<file path="config.mk">
export PLATFORM = sky130hd
export DESIGN_NAME = sine_voice_scheduler
export DESIGN_NICKNAME = d
export VERILOG_FILES = /design/src/rtl/sine_sched_pkg.sv /design/src/rtl/sine_quadrant_fold.sv /design/src/rtl/sine_voice_scheduler.sv
export SDC_FILE = /design/constraint.sdc
export NUM_CORES = 1
export LEC_CHECK = 0
export BUFFER_PORTS_ARGS = -buffer_cell sky130_fd_sc_hd__buf_2
export CAP_MARGIN = 15
export CORE_MARGIN = 10
export CORE_UTILIZATION = 45
export CTS_CLUSTER_DIAMETER = 100
export CTS_CLUSTER_SIZE = 8
export DETAILED_ROUTE_END_ITERATION = 7
export PLACE_DENSITY = 0.66
export SYNTH_ARGS = -nofsm -noshare
export SYNTH_HDL_FRONTEND = slang
export SYNTH_SLANG_ARGS = --single-unit
</file>
<file path="constraint.sdc">
create_clock -name clk -period 3.4 [get_ports clk]
set_clock_uncertainty 0.15 [all_clocks]
set_input_delay 0.17 -clock clk [delete_from_list [all_inputs] [get_ports clk]]
set_output_delay 0.17 -clock clk [all_outputs]
set_load 0.01 [all_outputs]
</file>
<file path="src/rtl/sine_sched_pkg.sv">
// Shared constants for the time-multiplexed sine oscillator scheduler:
// frame states, phase quadrant codes and port-width helpers.
package sine_sched_pkg;

    typedef logic [1:0] sched_state_t;

    localparam sched_state_t ST_IDLE  = 2'd0;
    localparam sched_state_t ST_ISSUE = 2'd1;
    localparam sched_state_t ST_DRAIN = 2'd2;

    localparam logic [1:0] QUAD_0 = 2'd0;
    localparam logic [1:0] QUAD_1 = 2'd1;
    localparam logic [1:0] QUAD_2 = 2'd2;
    localparam logic [1:0] QUAD_3 = 2'd3;

    // A single voice still needs a one-bit voice tag.
    function automatic int voice_w(input int voices);
        return (voices > 1) ? $clog2(voices) : 1;
    endfunction

    // Sum of one frame: one sample width plus headroom for every voice.
    function automatic int mix_w(input int sin_w, input int voices);
        return sin_w + 1 + voice_w(voices);
    endfunction

endpackage

</file>
<file path="src/rtl/sine_quadrant_fold.sv">
// Quarter-wave folding: maps phase to a table address on the issue side and
// restores the sign of the returned magnitude, with aligned tag delay line.
module sine_quadrant_fold
    import sine_sched_pkg::*;
#(
    parameter  int VOICES  = 4,
    parameter  int ANGLE_W = 8,
    parameter  int SIN_W   = 16,
    localparam int VW      = voice_w(VOICES)
) (
    input  logic                    clk,
    input  logic                    reset,
    input  logic                    issue_go,
    input  logic [ANGLE_W+1:0]      issue_bits,
    input  logic                    issue_enable,
    input  logic [VW-1:0]           issue_voice,
    output logic                    tab_en,
    output logic [ANGLE_W-1:0]      tab_addr,
    input  logic [SIN_W-1:0]        tab_data,
    output logic                    out_valid,
    output logic [VW-1:0]           out_voice,
    output logic signed [SIN_W:0]   out_sin
);

    logic [1:0]         quad_s;
    logic [ANGLE_W-1:0] angle_s;
    logic [ANGLE_W-1:0] addr_s;
    logic [SIN_W:0]     mag_s;
    logic [SIN_W:0]     sin_s;

    logic               tab_en_r;
    logic [ANGLE_W-1:0] tab_addr_r;
    logic [1:0]         s1_quad_r;
    logic               s1_en_r;
    logic [VW-1:0]      s1_voice_r;
    logic               s2_valid_r;
    logic [1:0]         s2_quad_r;
    logic               s2_en_r;
    logic [VW-1:0]      s2_voice_r;
    logic               out_valid_r;
    logic [VW-1:0]      out_voice_r;
    logic [SIN_W:0]     out_sin_r;

    // Odd quadrants walk the quarter wave backwards.
    always_comb begin
        quad_s  = issue_bits[ANGLE_W+1:ANGLE_W];
        angle_s = issue_bits[ANGLE_W-1:0];
        case (quad_s)
            QUAD_0, QUAD_2: addr_s = angle_s;
            QUAD_1, QUAD_3: addr_s = ~angle_s;
            default:        addr_s = angle_s;
        endcase
    end

    // Sign restore; disabled voices contribute silence in their slot.
    always_comb begin
        mag_s = {1'b0, tab_data};
        sin_s = {(SIN_W+1){1'b0}};
        if (s2_en_r) begin
            case (s2_quad_r)
                QUAD_0, QUAD_1: sin_s = mag_s;
                QUAD_2, QUAD_3: sin_s = -mag_s;
                default:        sin_s = mag_s;
            endcase
        end else begin
            sin_s = {(SIN_W+1){1'b0}};
        end
    end

    // Table strobe, then two stages of tags so they meet tab_data, then output.
    always_ff @(posedge clk) begin
        if (reset) begin
            tab_en_r    <= 1'b0;
            tab_addr_r  <= {ANGLE_W{1'b0}};
            s1_quad_r   <= 2'd0;
            s1_en_r     <= 1'b0;
            s1_voice_r  <= {VW{1'b0}};
            s2_valid_r  <= 1'b0;
            s2_quad_r   <= 2'd0;
            s2_en_r     <= 1'b0;
            s2_voice_r  <= {VW{1'b0}};
            out_valid_r <= 1'b0;
            out_voice_r <= {VW{1'b0}};
            out_sin_r   <= {(SIN_W+1){1'b0}};
        end else begin
            tab_en_r <= issue_go;
            if (issue_go) begin
                tab_addr_r <= addr_s;
                s1_quad_r  <= quad_s;
                s1_en_r    <= issue_enable;
                s1_voice_r <= issue_voice;
            end
            s2_valid_r  <= tab_en_r;
            s2_quad_r   <= s1_quad_r;
            s2_en_r     <= s1_en_r;
            s2_voice_r  <= s1_voice_r;
            out_valid_r <= s2_valid_r;
            if (s2_valid_r) begin
                out_voice_r <= s2_voice_r;
                out_sin_r   <= sin_s;
            end
        end
    end

    assign tab_en    = tab_en_r;
    assign tab_addr  = tab_addr_r;
    assign out_valid = out_valid_r;
    assign out_voice = out_voice_r;
    assign out_sin   = out_sin_r;

endmodule

</file>
<file path="src/rtl/sine_voice_scheduler.sv">
// Shares one quarter-wave sine table among VOICES phase accumulators, one voice
// per cycle per sample_tick. Optional frame mix output under SINE_SCHED_MIX_EN.
module sine_voice_scheduler
    import sine_sched_pkg::*;
#(
    parameter  int VOICES  = 4,
    parameter  int PHASE_W = 24,
    parameter  int ANGLE_W = 8,
    parameter  int SIN_W   = 16,
    localparam int VW      = voice_w(VOICES)
`ifdef SINE_SCHED_MIX_EN
    ,
    localparam int MW      = mix_w(SIN_W, VOICES)
`endif
) (
    input  logic                    clk,
    input  logic                    reset,
    input  logic                    sample_tick,
    input  logic                    cfg_we,
    input  logic [VW-1:0]           cfg_voice,
    input  logic [PHASE_W-1:0]      cfg_incr,
    input  logic                    cfg_enable,
    input  logic                    cfg_sync,
    input  logic                    overrun_clr,
    output logic                    tab_en,
    output logic [ANGLE_W-1:0]      tab_addr,
    input  logic [SIN_W-1:0]        tab_data,
    output logic                    out_valid,
    output logic [VW-1:0]           out_voice,
    output logic signed [SIN_W:0]   out_sin,
    output logic                    busy,
    output logic                    overrun
`ifdef SINE_SCHED_MIX_EN
    ,
    output logic                    mix_valid,
    output logic signed [MW-1:0]    mix_out
`endif
);

    localparam logic [VW-1:0] LAST_VOICE = VW'(VOICES - 1);

    sched_state_t       state_r;
    sched_state_t       state_nxt_s;
    logic [VW-1:0]      voice_r;
    logic               drain_r;
    logic               busy_r;
    logic               overrun_r;
    logic               issue_go_s;
    logic [VW-1:0]      issue_idx_s;
    logic [PHASE_W-1:0] phase_r  [VOICES];
    logic [PHASE_W-1:0] incr_r   [VOICES];
    logic               enable_r [VOICES];

    // voice_r names the voice currently on tab_addr; the next one is read now.
    always_comb begin
        state_nxt_s = state_r;
        issue_go_s  = 1'b0;
        issue_idx_s = {VW{1'b0}};
        case (state_r)
            ST_IDLE: begin
                if (sample_tick) begin
                    issue_go_s  = 1'b1;
                    state_nxt_s = ST_ISSUE;
                end else begin
                    state_nxt_s = ST_IDLE;
                end
            end
            ST_ISSUE: begin
                if (voice_r == LAST_VOICE) begin
                    state_nxt_s = ST_DRAIN;
                end else begin
                    issue_go_s  = 1'b1;
                    issue_idx_s = voice_r + 1'b1;
                end
            end
            ST_DRAIN: begin
                if (drain_r) begin
                    state_nxt_s = ST_IDLE;
                end else begin
                    state_nxt_s = ST_DRAIN;
                end
            end
            default: state_nxt_s = ST_IDLE;
        endcase
    end

    // Frame sequencing and busy flag.
    always_ff @(posedge clk) begin
        if (reset) begin
            state_r <= ST_IDLE;
            voice_r <= {VW{1'b0}};
            drain_r <= 1'b0;
            busy_r  <= 1'b0;
        end else begin
            state_r <= state_nxt_s;
            busy_r  <= (state_nxt_s != ST_IDLE);
            drain_r <= (state_r == ST_DRAIN) ? ~drain_r : 1'b0;
            if (issue_go_s) begin
                voice_r <= issue_idx_s;
            end
        end
    end

    // Sticky overrun; a new overrun beats a simultaneous clear.
    always_ff @(posedge clk) begin
        if (reset) begin
            overrun_r <= 1'b0;
        end else if (sample_tick && (state_r != ST_IDLE)) begin
            overrun_r <= 1'b1;
        end else if (overrun_clr) begin
            overrun_r <= 1'b0;
        end
    end

    // Per-voice state; a config write replaces that voice's phase step this cycle.
    always_ff @(posedge clk) begin
        if (reset) begin
            for (int v = 0; v < VOICES; v++) begin
                phase_r[v]  <= {PHASE_W{1'b0}};
                incr_r[v]   <= {PHASE_W{1'b0}};
                enable_r[v] <= 1'b0;
            end
        end else begin
            for (int v = 0; v < VOICES; v++) begin
                if (cfg_we && (cfg_voice == VW'(v))) begin
                    incr_r[v]   <= cfg_incr;
                    enable_r[v] <= cfg_enable;
                    if (cfg_sync) begin
                        phase_r[v] <= {PHASE_W{1'b0}};
                    end
                end else if (issue_go_s && (issue_idx_s == VW'(v)) && enable_r[v]) begin
                    phase_r[v] <= phase_r[v] + incr_r[v];
                end
            end
        end
    end

    sine_quadrant_fold #(
        .VOICES  (VOICES),
        .ANGLE_W (ANGLE_W),
        .SIN_W   (SIN_W)
    ) u_fold (
        .clk          (clk),
        .reset        (reset),
        .issue_go     (issue_go_s),
        .issue_bits   (phase_r[issue_idx_s][PHASE_W-1 -: ANGLE_W+2]),
        .issue_enable (enable_r[issue_idx_s]),
        .issue_voice  (issue_idx_s),
        .tab_en       (tab_en),
        .tab_addr     (tab_addr),
        .tab_data     (tab_data),
        .out_valid    (out_valid),
        .out_voice    (out_voice),
        .out_sin      (out_sin)
    );

    assign busy    = busy_r;
    assign overrun = overrun_r;

`ifdef SINE_SCHED_MIX_EN
    logic signed [MW-1:0] mix_acc_r;
    logic signed [MW-1:0] mix_out_r;
    logic signed [MW-1:0] mix_sum_s;
    logic                 mix_valid_r;

    always_comb begin
        mix_sum_s = mix_acc_r + MW'(out_sin);
    end

    // Frame sum, published the cycle after the last voice's sample.
    always_ff @(posedge clk) begin
        if (reset) begin
            mix_acc_r   <= {MW{1'b0}};
            mix_out_r   <= {MW{1'b0}};
            mix_valid_r <= 1'b0;
        end else begin
            mix_valid_r <= 1'b0;
            if ((state_r == ST_IDLE) && sample_tick) begin
                mix_acc_r <= {MW{1'b0}};
            end else if (out_valid) begin
                mix_acc_r <= mix_sum_s;
            end
            if (out_valid && (out_voice == LAST_VOICE)) begin
                mix_valid_r <= 1'b1;
                mix_out_r   <= mix_sum_s;
            end
        end
    end

    assign mix_valid = mix_valid_r;
    assign mix_out   = mix_out_r;
`endif

endmodule

</file>
==> results by group, run 1 <==
Critical path
  – R2R cell count: 9
  – Arrival @ worst endpoint: approximately 3.1 ns
  – Cells along the critical path: ha_1, fa_1, a21oi_1, o22ai_1, o221ai_1, o21ai_0, a31oi_1, xor2_1, nor2_1
  – CP max stage delay: approximately 0.44 ns
  – Worst Setup Path Type: reg -> reg
  – Highest-delay cell along the critical path: fa_1
  – R2R Path Start: incr_r[2][0]
  – Worst reg2reg path endpoint: phase_r[2][16]
  – Startpoint type of the worst setup path: flop
  – WP data required: 3.50 ns
  – Critical Path End Type: flop
  – Crit-path max FO: 4
  – R2R setup slack: around 0.4 ns

Synth
  – Xor and xnor area share after synthesis: under 10%
  – Synth unique cells: 70
  – Cells after synthesis: around 1,300
  – Synth Net Count: roughly 1,500
  – Count leader, synth: edfxtp_1
  – Post-Syn Area: roughly 14,000 sq um
  – #FFs+latches synth: between 200 and 250
  – Ys flop type: edfxtp_1
  – Post-synth EDFFs: 196
  – Synth Area in Compound Gates: 15.3%
  – Share of synthesized flip-flops with an asynchronous set or reset: 0%
  – Post-synth top cells: edfxtp_1 (196), nor2_1 (136), and2_1 (112)
  – Largest family of logic cells by synthesized area: simple AND/OR/NAND/NOR gates
  – Adder-cell share of the synthesized area: under 10%
  – Synth Warn #: 0
  – Synth Area in Simple Gates: ~17%
  – Synth top area cells: edfxtp_1 (43%), ha_1 (8.5%), dfxtp_1 (6.2%), and2_1 (5.1%), a21oi_1 (3.9%)
  – Top cell type by total area after synthesis: edfxtp_1
  – Syn Area/Cell: 10.4 sq um
  – Mux cell area share after synthesis: less than 1%
  – Sequential fraction of the synthesis area: about half
  – Synth top area share: around 43%

Detailed routing
  – Vias: 10,600
  – 1st-iter DRT viols: ~900
  – Post-route antenna net violation count: 0
  – DRT Pass-1 Iters: 5
  – Vias per cell: between 5 and 6
  – DRC Markers: 0
  – Post-DR wirelength/cell: 19.1 microns
  – DRT Wirelength: about 36 mm

Floorplan
  – Die X: 195 microns
  – # IOs: 80
  – Die height: between 150 and 200 microns
  – Core ar.: 30,400 sq um
  – Row cnt: 64
  – Die area: ~38,000 sq um
  – Initial Utilization: between 40% and 50%

STA
  – Slew @ Worst Pin: 0.814 ns
  – Final setup viols: 0
  – Setup TNS Final: 0 ns
  – Worst setup margin: 0.410 ns
  – Final hold vios: 0
  – F_max: roughly 0.33 GHz
  – Headroom to the max-slew limit: between 40% and 50%
  – Max-slew violation count: 0
  – Final Cycle Share: just under 90%
  – RSZ-0062 raised after global routing: no
  – Post-layout minimum cycle time: ~3 ns

Global routing
  – First-pass GRT wire length: ~57 mm
  – Global route total overflow: 0
  – Vias in the first global route: ~10,000
  – Largest net degree at the start of global routing: 37
  – Antenna violations before repair: 7
  – Total global-route track usage: 18.3%

Run status
  – Status: complete, no violations

Power
  – Leak: between 6 and 7 nW
  – Pwr Density: 511 nW/um^2
  – VDD IR max: roughly 0.00038 V

CTS
  – Clock Tree Buf Depth: 3
  – Worst-path clk slew: 0.05 ns
  – Post-CTS Resized: 0
  – Clk sinks: 239
  – Buffers inserted by post-CTS timing repair: 0
  – Clock Latency Late Sink: ~0.52 ns
  – CTS HTree Levels: 2
  – CTS tree: yes
  – Number of buffers created by CTS: 35
  – Hold Buf Count CTS: 46
  – Clock root cell: clkbuf_16

Cells and area
  – Fraction of layout cells with a size suffix above 1: between 10% and 20%
  – Area delta synth->final: 16.7%
  – Fillers: 2,709
  – Register Area: roughly 6700 sq um
  – Area of the multi-input gates: around 6800 sq um
  – Nets: between 1,500 and 2,000

Min path
  – Hold Path Stages: 2
  – Hold Startpoint: cfg_incr[11]
  – Hold endpoint: incr_r[1][11]
  – Hold/Removal Path Class: in -> reg

Place
  – Routability cong.: 0.866
  – Dpl ws: between 0.4 and 0.5 ns
  – Count of buffers from port buffering: 79
  – DP HPWL: 25.1 mm

Job
  – Max_cap viols: 0
-- final cells by class --
cell class | instances | share of cell area (%)
Antenna cell | 3 | 0.0466
Tap cell | 396 | 3.07
Multi-Input combinational cell | 1008 | 42.0
Inverter | 32 | 0.745
Timing Repair Buffer | 146 | 6.33
Sequential cell | 239 | 41.8
Clock buffer | 47 | 5.84
Clock inverter | 2 | 0.155
-- metrics by stage --
stage          hold slack [ns]  utilization [%]  area, sq um  instances  total power, W
6_report               0.00262             53.0        16100       1873         0.00824
5_1_grt                 0.0215             53.0        16100       1871         0.00860
4_1_cts                0.00989             52.9        16100       1869         0.00829
3_5_place_dp             0.265             48.2        14700       1774         0.00507
3_3_place_gp             0.257             48.2        14700       1774         0.00506
2_1_floorplan            0.181                -        13800       1331         0.00465
-- how the worst max path moves through the flow --
stage | cells past startpoint | start | to
after floorplan | 8 | u_fold.s1_voice_r[0] | phase_r[0][0]
after global placement | 9 | incr_r[3][0] | phase_r[3][22]
after detailed placement | 9 | incr_r[3][0] | phase_r[3][16]
after CTS | 9 | incr_r[3][0] | phase_r[3][16]
after global routing | 9 | incr_r[1][0] | phase_r[1][18]
final | 9 | incr_r[2][0] | phase_r[2][16]
-- cells by family after synthesis --
group                    count (synthesis)
multiplexers                             4
XOR/XNOR                               107
adder cells (fa/ha/maj)                 98
flip-flops                             239
AO/OA/AOI/OAI                          330
AND/OR/NAND/NOR                        469
buffers and inverters                   84
-- power by group --
group | leakage (nW) | internal [W] | switching (W)
combinational | 3.65 | 0.000657 | 0.000937
sequential | 2.31 | 0.00339 | 0.000115
clock | 0.468 | 0.00191 | 0.00123
-- cell usage in the layout (no fill, tap or decap), types with 4 or more instances in the layout --
| cell type | instances |
|---|---|
| nand4_1 | 16 |
| dfxtp_1 | 43 |
| xor2_1 | 52 |
| nand3_1 | 24 |
| clkbuf_1 | 11 |
| a21oi_1 | 107 |
| nor3_1 | 9 |
| o21ai_2 | 4 |
| a31oi_1 | 23 |
| nand2_1 | 89 |
| nand2b_1 | 20 |
| o211ai_1 | 9 |
| o31ai_1 | 6 |
| a21o_1 | 33 |
| buf_2 | 79 |
| fa_1 | 4 |
| clkbuf_16 | 36 |
| dlygate4sd3_1 | 46 |
| a41oi_1 | 9 |
| and4_1 | 5 |
| edfxtp_1 | 196 |
| ha_1 | 94 |
| xnor2_1 | 55 |
| nor2_1 | 136 |
| and2_1 | 112 |
| a211oi_1 | 26 |
| or3_1 | 5 |
| and3_1 | 8 |
| o21ai_0 | 53 |
| and2_0 | 7 |
| nor2b_1 | 16 |
| buf_4 | 20 |
| o21bai_1 | 10 |
| inv_1 | 32 |
| o21ai_1 | 8 |
-- critical path: cells and delay by family (launching register included) --
| family | cells | cell delay (ns) |
|---|---|---|
| compound gates | 5 | 1.27 |
| flops | 1 | 0.37 |
| simple gates | 1 | 0.05 |
| fa+ha+maj | 2 | 0.68 |
| xor+xnor | 1 | 0.19 |
-- layer usage --
metal  share of wire (%)  vias to the layer above  GRT usage (%)
met5               0.022                        -              0
met4                 3.3                        2           6.39
met3                 8.0                       72           3.82
met2                  44                      386           28.5
met1                  45                     5027           24.8
li1                    -                     5124              -
-- state kept, by name (all words and copies together) (netlist names), 4 cells and up --
name	cells
enable_r	4
u_fold.tab_addr	8
phase_r	96
incr_r	96
u_fold.out_sin	17
Power figures use the tool's default switching activity.
==> inputs of run 2 (changes only) <==
ABC_CLOCK_PERIOD_IN_PS = 2400   (was not set)
clock period = 2.4 ns   (was 3.4 ns; I/O delays follow)
==> run 2 against run 1 <==
Effect of this change:
- sequential power rose by 43%
- die area did not move
- sequential cell count did not move
- final area rose by 19%
- the run now ends with negative setup slack left
- combinational power rose by 110%
- highest routed layer is now met4
- final cell count rose by 11%
- maximum frequency rose by 15%
- utilization rose by 10 points
- via count rose by 9.7%
==> results by group, run 2 (synthesized netlist as in run 1, its figures left out) <==
CTS
  – Worst-path clk slew: 0.05 ns (about the same)
  – Clock Latency Late Sink: 0.52 ns (about the same)
  – CTS HTree Levels: 2 (unchanged)
  – Clk sinks: 239 (unchanged)
  – CTS tree: yes
  – Clock Tree Buf Depth: 3 (unchanged)
  – Number of buffers created by CTS: 35 (unchanged)
  – Clock root cell: clkbuf_16

Critical path
  – Worst path bufs/invs: 1 (+1)
  – WP data required: 2.52 ns (-0.98 ns)
  – CP max stage delay: 0.41 ns (-0.03 ns)
  – Critical Path End Type: flop
  – Worst path top cell family by delay: compound AO/OA/AOI/OAI gates
  – Crit-path max FO: 4 (unchanged)
  – R2R Path Start: incr_r[3][1]
  – Arrival @ worst endpoint: 2.73 ns (-0.36 ns)
  – Startpoint type of the worst setup path: flop
  – Cells along the critical path: buf_6, fa_2, a21oi_4, o21ai_4, a2111oi_4, o21ai_2, a41oi_2, xor2_1, nor2_1
  – Worst reg2reg path endpoint: phase_r[3][22]
  – R2R setup slack: -0.21 ns (-0.62 ns)
  – R2R cell count: 9 (unchanged)
  – Highest-delay cell along the critical path: edfxtp_1
  – Worst Setup Path Type: reg -> reg

Detailed routing
  – DRT Wirelength: 40.9 mm (+14%)
  – Vias per cell: 5.59 (-1.3%)
  – Post-DR wirelength/cell: 19.6 microns (+2.9%)
  – Post-route antenna net violation count: 0 (unchanged)
  – DRT Pass-1 Iters: 7 (+2)
  – 1st-iter DRT viols: 839 (-5.8%)
  – DRC Markers: 0 (unchanged)
  – Vias: 11,600 (+9.7%)

Global routing
  – First-pass GRT wire length: 61.3 mm (+8.1%)
  – Vias in the first global route: 11,400 (+10%)
  – Largest net degree at the start of global routing: 27 (-27%)
  – Total global-route track usage: 19.9% (+1.5 points)
  – Antenna violations before repair: 5 (-2)
  – Global route total overflow: 0 (unchanged)

Cells and area
  – Commonest non-fill, non-tap cell in the layout: edfxtp_1
  – Final cell count without fillers: 2,080 (+11%)
  – Highest-count cells in the layout ignoring fill and taps: edfxtp_1 (196), buf_4 (195), nor2_1 (132)
  – Nets: 1,817 (+13%)
  – Design area: 19,200 sq um (+19%)
  – Fraction of layout cells with a size suffix above 1: 31.2% (+21 points)
  – Area delta synth->final: 38.7%
  – Fillers: 2,361 (-13%)

Floorplan
  – Row cnt: 64 (unchanged)
  – Initial Utilization: 45.4% (unchanged)
  – Core ar.: 30,400 sq um (unchanged)
  – Die area: 38,100 sq um (unchanged)
  – Die height: 195 microns (unchanged)
  – # IOs: 80 (unchanged)
  – Die X: 195 microns (unchanged)

Min path
  – Hold endpoint: u_fold.out_sin[4]
  – Hold/Removal Path Class: in -> reg
  – Hold Path Stages: 7 (+5)
  – Hold Startpoint: tab_data[2]

Job
  – Max_cap viols: 0 (unchanged)

Place
  – DP HPWL: 26.9 mm (+7.0%)
  – Area after DPL: 16,100 sq um (+9.6%)
  – Number of placed instances, taps included: 1,929 (+8.7%)
  – Routability cong.: 0.899 (+3.8%)
  – Count of buffers from port buffering: 79 (unchanged)

Power
  – Leak: 7.66 nW (+19%)
  – VDD IR max: 0.000589 V (+55%)
  – Pwr Density: 666 nW/um^2 (+30%)

Run status
  – Failing checks: negative setup slack
  – Status: finished, violations left

STA
  – Final hold vios: 0 (unchanged)
  – RSZ-0062 raised after global routing: yes
  – Post-layout minimum cycle time: 2.61 ns (-0.384 ns)
  – Worst setup margin: -0.206 ns (-0.616 ns)
  – Final Cycle Share: 109% (+21 points)
  – Max-slew violation count: 0 (unchanged)
  – F_max: 0.384 GHz (+15%)
  – Headroom to the max-slew limit: 42.1% (-3.6 points)
  – Slew @ Worst Pin: 0.865 ns (+0.0512 ns)
  – Final setup viols: 31 (+31)
run 2: worst min-delay path, cell delays in order:
cell,delay (ns)
buf_2,0.10
nor2_1,0.04
nand2_1,0.05
nand2_1,0.06
xnor2_1,0.12
nand3_1,0.07
a21oi_1,0.06
run 2: stage by stage:
step                total power, W  setup TNS, ns  utilization [%]  hold WS (ns)  setup WS (ns)
floorplan                  0.00666         -0.320                -         0.131         -0.108
global placement           0.00762          -4.92             52.9         0.239         -0.268
detailed placement         0.00766          -6.45             52.9         0.249         -0.267
CTS                         0.0124          -2.08             59.7       0.00610         -0.140
global route                0.0133          -7.57             63.0        0.0742         -0.302
finish                      0.0128          -2.26             63.0        0.0238         -0.206
run 2: power by group:
| group | total, W | switching [W] | internal [W] |
|---|---|---|---|
| combinational | 0.00336 | 0.00173 | 0.00163 |
| clock | 0.00442 | 0.00178 | 0.00264 |
| sequential | 0.00499 | 0.000184 | 0.00480 |
| total | 0.0128 | 0.00369 | 0.00907 |
run 2: worst max path at each step:
stage,endpoint,slack [ns],cells after the start,startpoint
after floorplan,phase_r[3][22],-0.11,9,incr_r[3][0]
final,phase_r[3][22],-0.21,9,incr_r[3][1]
after detailed placement,phase_r[3][22],-0.27,9,incr_r[3][0]
after global routing,phase_r[3][22],-0.30,9,incr_r[3][1]
after global placement,phase_r[3][22],-0.27,9,incr_r[3][0]
after CTS,phase_r[3][23],-0.14,9,incr_r[3][1]
run 2: per-layer routing:
metal	up-vias	part of all wire [%]	GRT usage (%)
li1	5549	-	-
met3	67	7.3	3.55
met2	394	46	31.5
met5	-	0	0
met1	5625	44	27.2
met4	0	2.9	5.77
run 2: area by class of cell:
| type | instances | area [sq um] | share of cell area [%] |
|---|---|---|---|
| inverters | 32 | 120 | 0.627 |
| clock buffers | 45 | 913 | 4.77 |
| well taps | 396 | 495 | 2.59 |
| multi-input cells | 1011 | 8140 | 42.5 |
| repair buffers | 351 | 2700 | 14.1 |
| flip-flops and latches | 239 | 6750 | 35.2 |
| diodes | 4 | 10.0 | 0.0522 |
| clock inverters | 2 | 32.5 | 0.170 |
run 2: what timing repair did:
action / 4_1_cts / 5_1_grt
gates cloned: 0 / 3
buffers inserted: 16 / 30
gates resized for setup: 88 / 121
endpoints found under the setup margin: 51 / 103
hold buffers: 53 / 0
pin swaps: 65 / 91
endpoints found under the hold margin: 127 / 0
==> inputs of run 3 (changes only) <==
ABC_CLOCK_PERIOD_IN_PS = 2900   (was 2400)
PLACE_DENSITY = 0.64   (was 0.66)
clock period = 2.9 ns   (was 2.4 ns; I/O delays follow)
==> run 3 against run 2 <==
Effect of this change:
- highest routed layer unchanged
- critical path depth is the same
- final area shrank 14%
- clock-buffer cell count grew 2
- the run now ends clean
- wire length shrank 12%
- critical path type unchanged
- worst setup slack gained 0.34 ns
- combinational power shrank 42%
==> results by group, run 3 (synthesized netlist as in run 1, its figures left out) <==
Detailed routing
  – DRC Markers: 0 (unchanged)
  – DR WL met2: 15.9 mm (-14%)
  – DRT Wirelength: 36.0 mm (-12%)
  – 1st-iter DRT viols: 739 (-12%)
  – Vias per cell: 5.60 (about the same)
  – DRT Pass-1 Iters: 5 (-2)
  – Vias: 10,600 (-8.9%)
  – DR top layer: met4
  – Met3 WL: 2.38 mm (-20%)
  – Post-DR wirelength/cell: 19.0 microns (-3.3%)
  – M1 WL: 16.6 mm (-7.9%)
  – Post-route antenna net violation count: 0 (unchanged)

Critical path
  – Worst Setup Path Type: reg -> reg
  – Crit. Startpoint: incr_r[0][0]
  – Critical Path End Type: flop
  – R2R setup slack: 0.14 ns (+0.34 ns)
  – Worst reg2reg path endpoint: phase_r[0][22]
  – Cells along the critical path: ha_1, fa_1, a21oi_2, o221ai_1, a41oi_2, o21ai_2, a41oi_1, xor2_1, nor2_1
  – Crit-path max FO: 6 (+2)
  – End of the critical path: phase_r[0][22]
  – Arrival @ worst endpoint: 2.87 ns (+0.14 ns)
  – R2R Path Start: incr_r[0][0]
  – R2R cell count: 9 (unchanged)
  – Highest-delay cell along the critical path: fa_1
  – Startpoint type of the worst setup path: flop
  – CP max stage delay: 0.42 ns (about the same)
  – WP data required: 3.01 ns (+0.49 ns)

Floorplan
  – Row cnt: 64 (unchanged)
  – Die height: 195 microns (unchanged)
  – # IOs: 80 (unchanged)
  – Core ar.: 30,400 sq um (unchanged)
  – Die area: 38,100 sq um (unchanged)
  – Die X: 195 microns (unchanged)
  – Initial Utilization: 45.4% (unchanged)

CTS
  – CTS tree: yes
  – Number of buffers created by CTS: 35 (unchanged)
  – Clock Latency Late Sink: 0.51 ns (about the same)
  – Buffers inserted by post-CTS timing repair: 0 (-16)
  – Clk sinks: 239 (unchanged)
  – Clock Tree Buf Depth: 3 (unchanged)
  – Clock root cell: clkbuf_16
  – Worst-path clk slew: 0.05 ns (about the same)
  – CTS HTree Levels: 2 (unchanged)

STA
  – Final setup viols: 0 (-100%)
  – Headroom to the max-slew limit: 31.7% (-10 points)
  – Max-slew violation count: 0 (unchanged)
  – F_max: 0.362 GHz (-5.7%)
  – Slew @ Worst Pin: 1.02 ns (+0.158 ns)
  – Final hold vios: 0 (unchanged)
  – Final Cycle Share: 95.3% (-13 points)
  – Post-layout minimum cycle time: 2.76 ns (+0.157 ns)

Cells and area
  – Final cell count without fillers: 1,893 (-9.0%)
  – Nets: 1,631 (-10%)
  – Fillers: 2,712 (+15%)
  – Commonest non-fill, non-tap cell in the layout: edfxtp_1
  – Highest-count cells in the layout ignoring fill and taps: edfxtp_1 (196), nor2_1 (136), and2_1 (112)
  – Fin util: 53.9% (-9.1 points)
  – Design area: 16,400 sq um (-14%)
  – Area delta synth->final: 18.7%
  – Fraction of layout cells with a size suffix above 1: 12.4% (-19 points)

Place
  – Count of buffers from port buffering: 79 (unchanged)
  – Number of placed instances, taps included: 1,793 (-7.1%)
  – Area after DPL: 14,800 sq um (-7.7%)
  – DP HPWL: 25.3 mm (-5.9%)
  – Routability cong.: 0.916 (+2.0%)

Global routing
  – Vias in the first global route: 10,500 (-8.1%)
  – Largest net degree at the start of global routing: 27 (unchanged)
  – Antenna violations before repair: 1 (-4)
  – Global route total overflow: 0 (unchanged)
  – First-pass GRT wire length: 56.8 mm (-7.4%)
  – Total global-route track usage: 18.4% (-1.5 points)

Power
  – Pwr Density: 594 nW/um^2 (-11%)
  – Tot Pwr: 0.00974 W (-24%)
  – Leak: 6.55 nW (-14%)
  – VDD IR max: 0.000415 V (-30%)

Run status
  – Status: complete, no violations

Min path
  – Hold Startpoint: sample_tick
  – Hold/Removal Path Class: in -> reg

Job
  – Max_cap viols: 0 (unchanged)
## run 3: per-stage QoR
stage	setup WS (ns)	hold WS, ns	setup TNS, ns
6_report	0.136	0.143	0
5_1_grt	-0.0182	0.168	-0.0361
4_1_cts	0.00540	0.119	0
3_5_place_dp	-0.00249	0.260	-0.00249
3_3_place_gp	0.0357	0.256	0
2_1_floorplan	-0.177	0.156	-8.97
## run 3: final cells by class
type                       instances  area, sq um  share of cell area, %
antenna                            1         2.50                 0.0153
timing repair buffer             168         1210                   7.41
tap                              396          495                   3.02
sequential                       239         6750                   41.2
multi-input combinational       1008         6840                   41.8
inverter                          32          120                  0.733
clock inverter                     2         25.0                  0.153
clock buffer                      47          942                   5.75
## run 3: critical path: cells and delay by family, from the launching register on
kind	cells	cell delay [ns]
and+or+nand+nor	1	0.05
AOI/OAI and AO/OA	5	1.13
xor gates and xnor gates	1	0.17
DFF	1	0.36
adders and majority gates	2	0.65
## run 3: layer usage
| metal | up-vias | global-route usage (%) |
|---|---|---|
| met5 | - | 0 |
| met4 | 0 | 5.97 |
| met3 | 53 | 4.18 |
| met2 | 307 | 28.8 |
| met1 | 5074 | 24.7 |
| li1 | 5162 | - |
## run 3: worst min path at each step
stage               depth (start not counted)  slack, ns             to
floorplan                                   2       0.16        overrun
global placement                            1       0.26        drain_r
detailed placement                          1       0.26        drain_r
CTS                                         4       0.12     state_r[0]
global route                                4       0.17     state_r[0]
finish                                      4       0.14  u_fold.tab_en
## run 3: power by group
part           switching [W]  internal (W)  total [W]
sequential          0.000124       0.00397    0.00410
combinational        0.00114      0.000818    0.00196
clock                0.00144       0.00224    0.00368
total                0.00271       0.00703    0.00974
## run 3: what timing repair did
action                     CTS  global route
setup endpoints to repair    3            26
pin swaps                    0             2
hold buffers                50             0
hold endpoints to repair   127             0
gates resized for setup      3            15
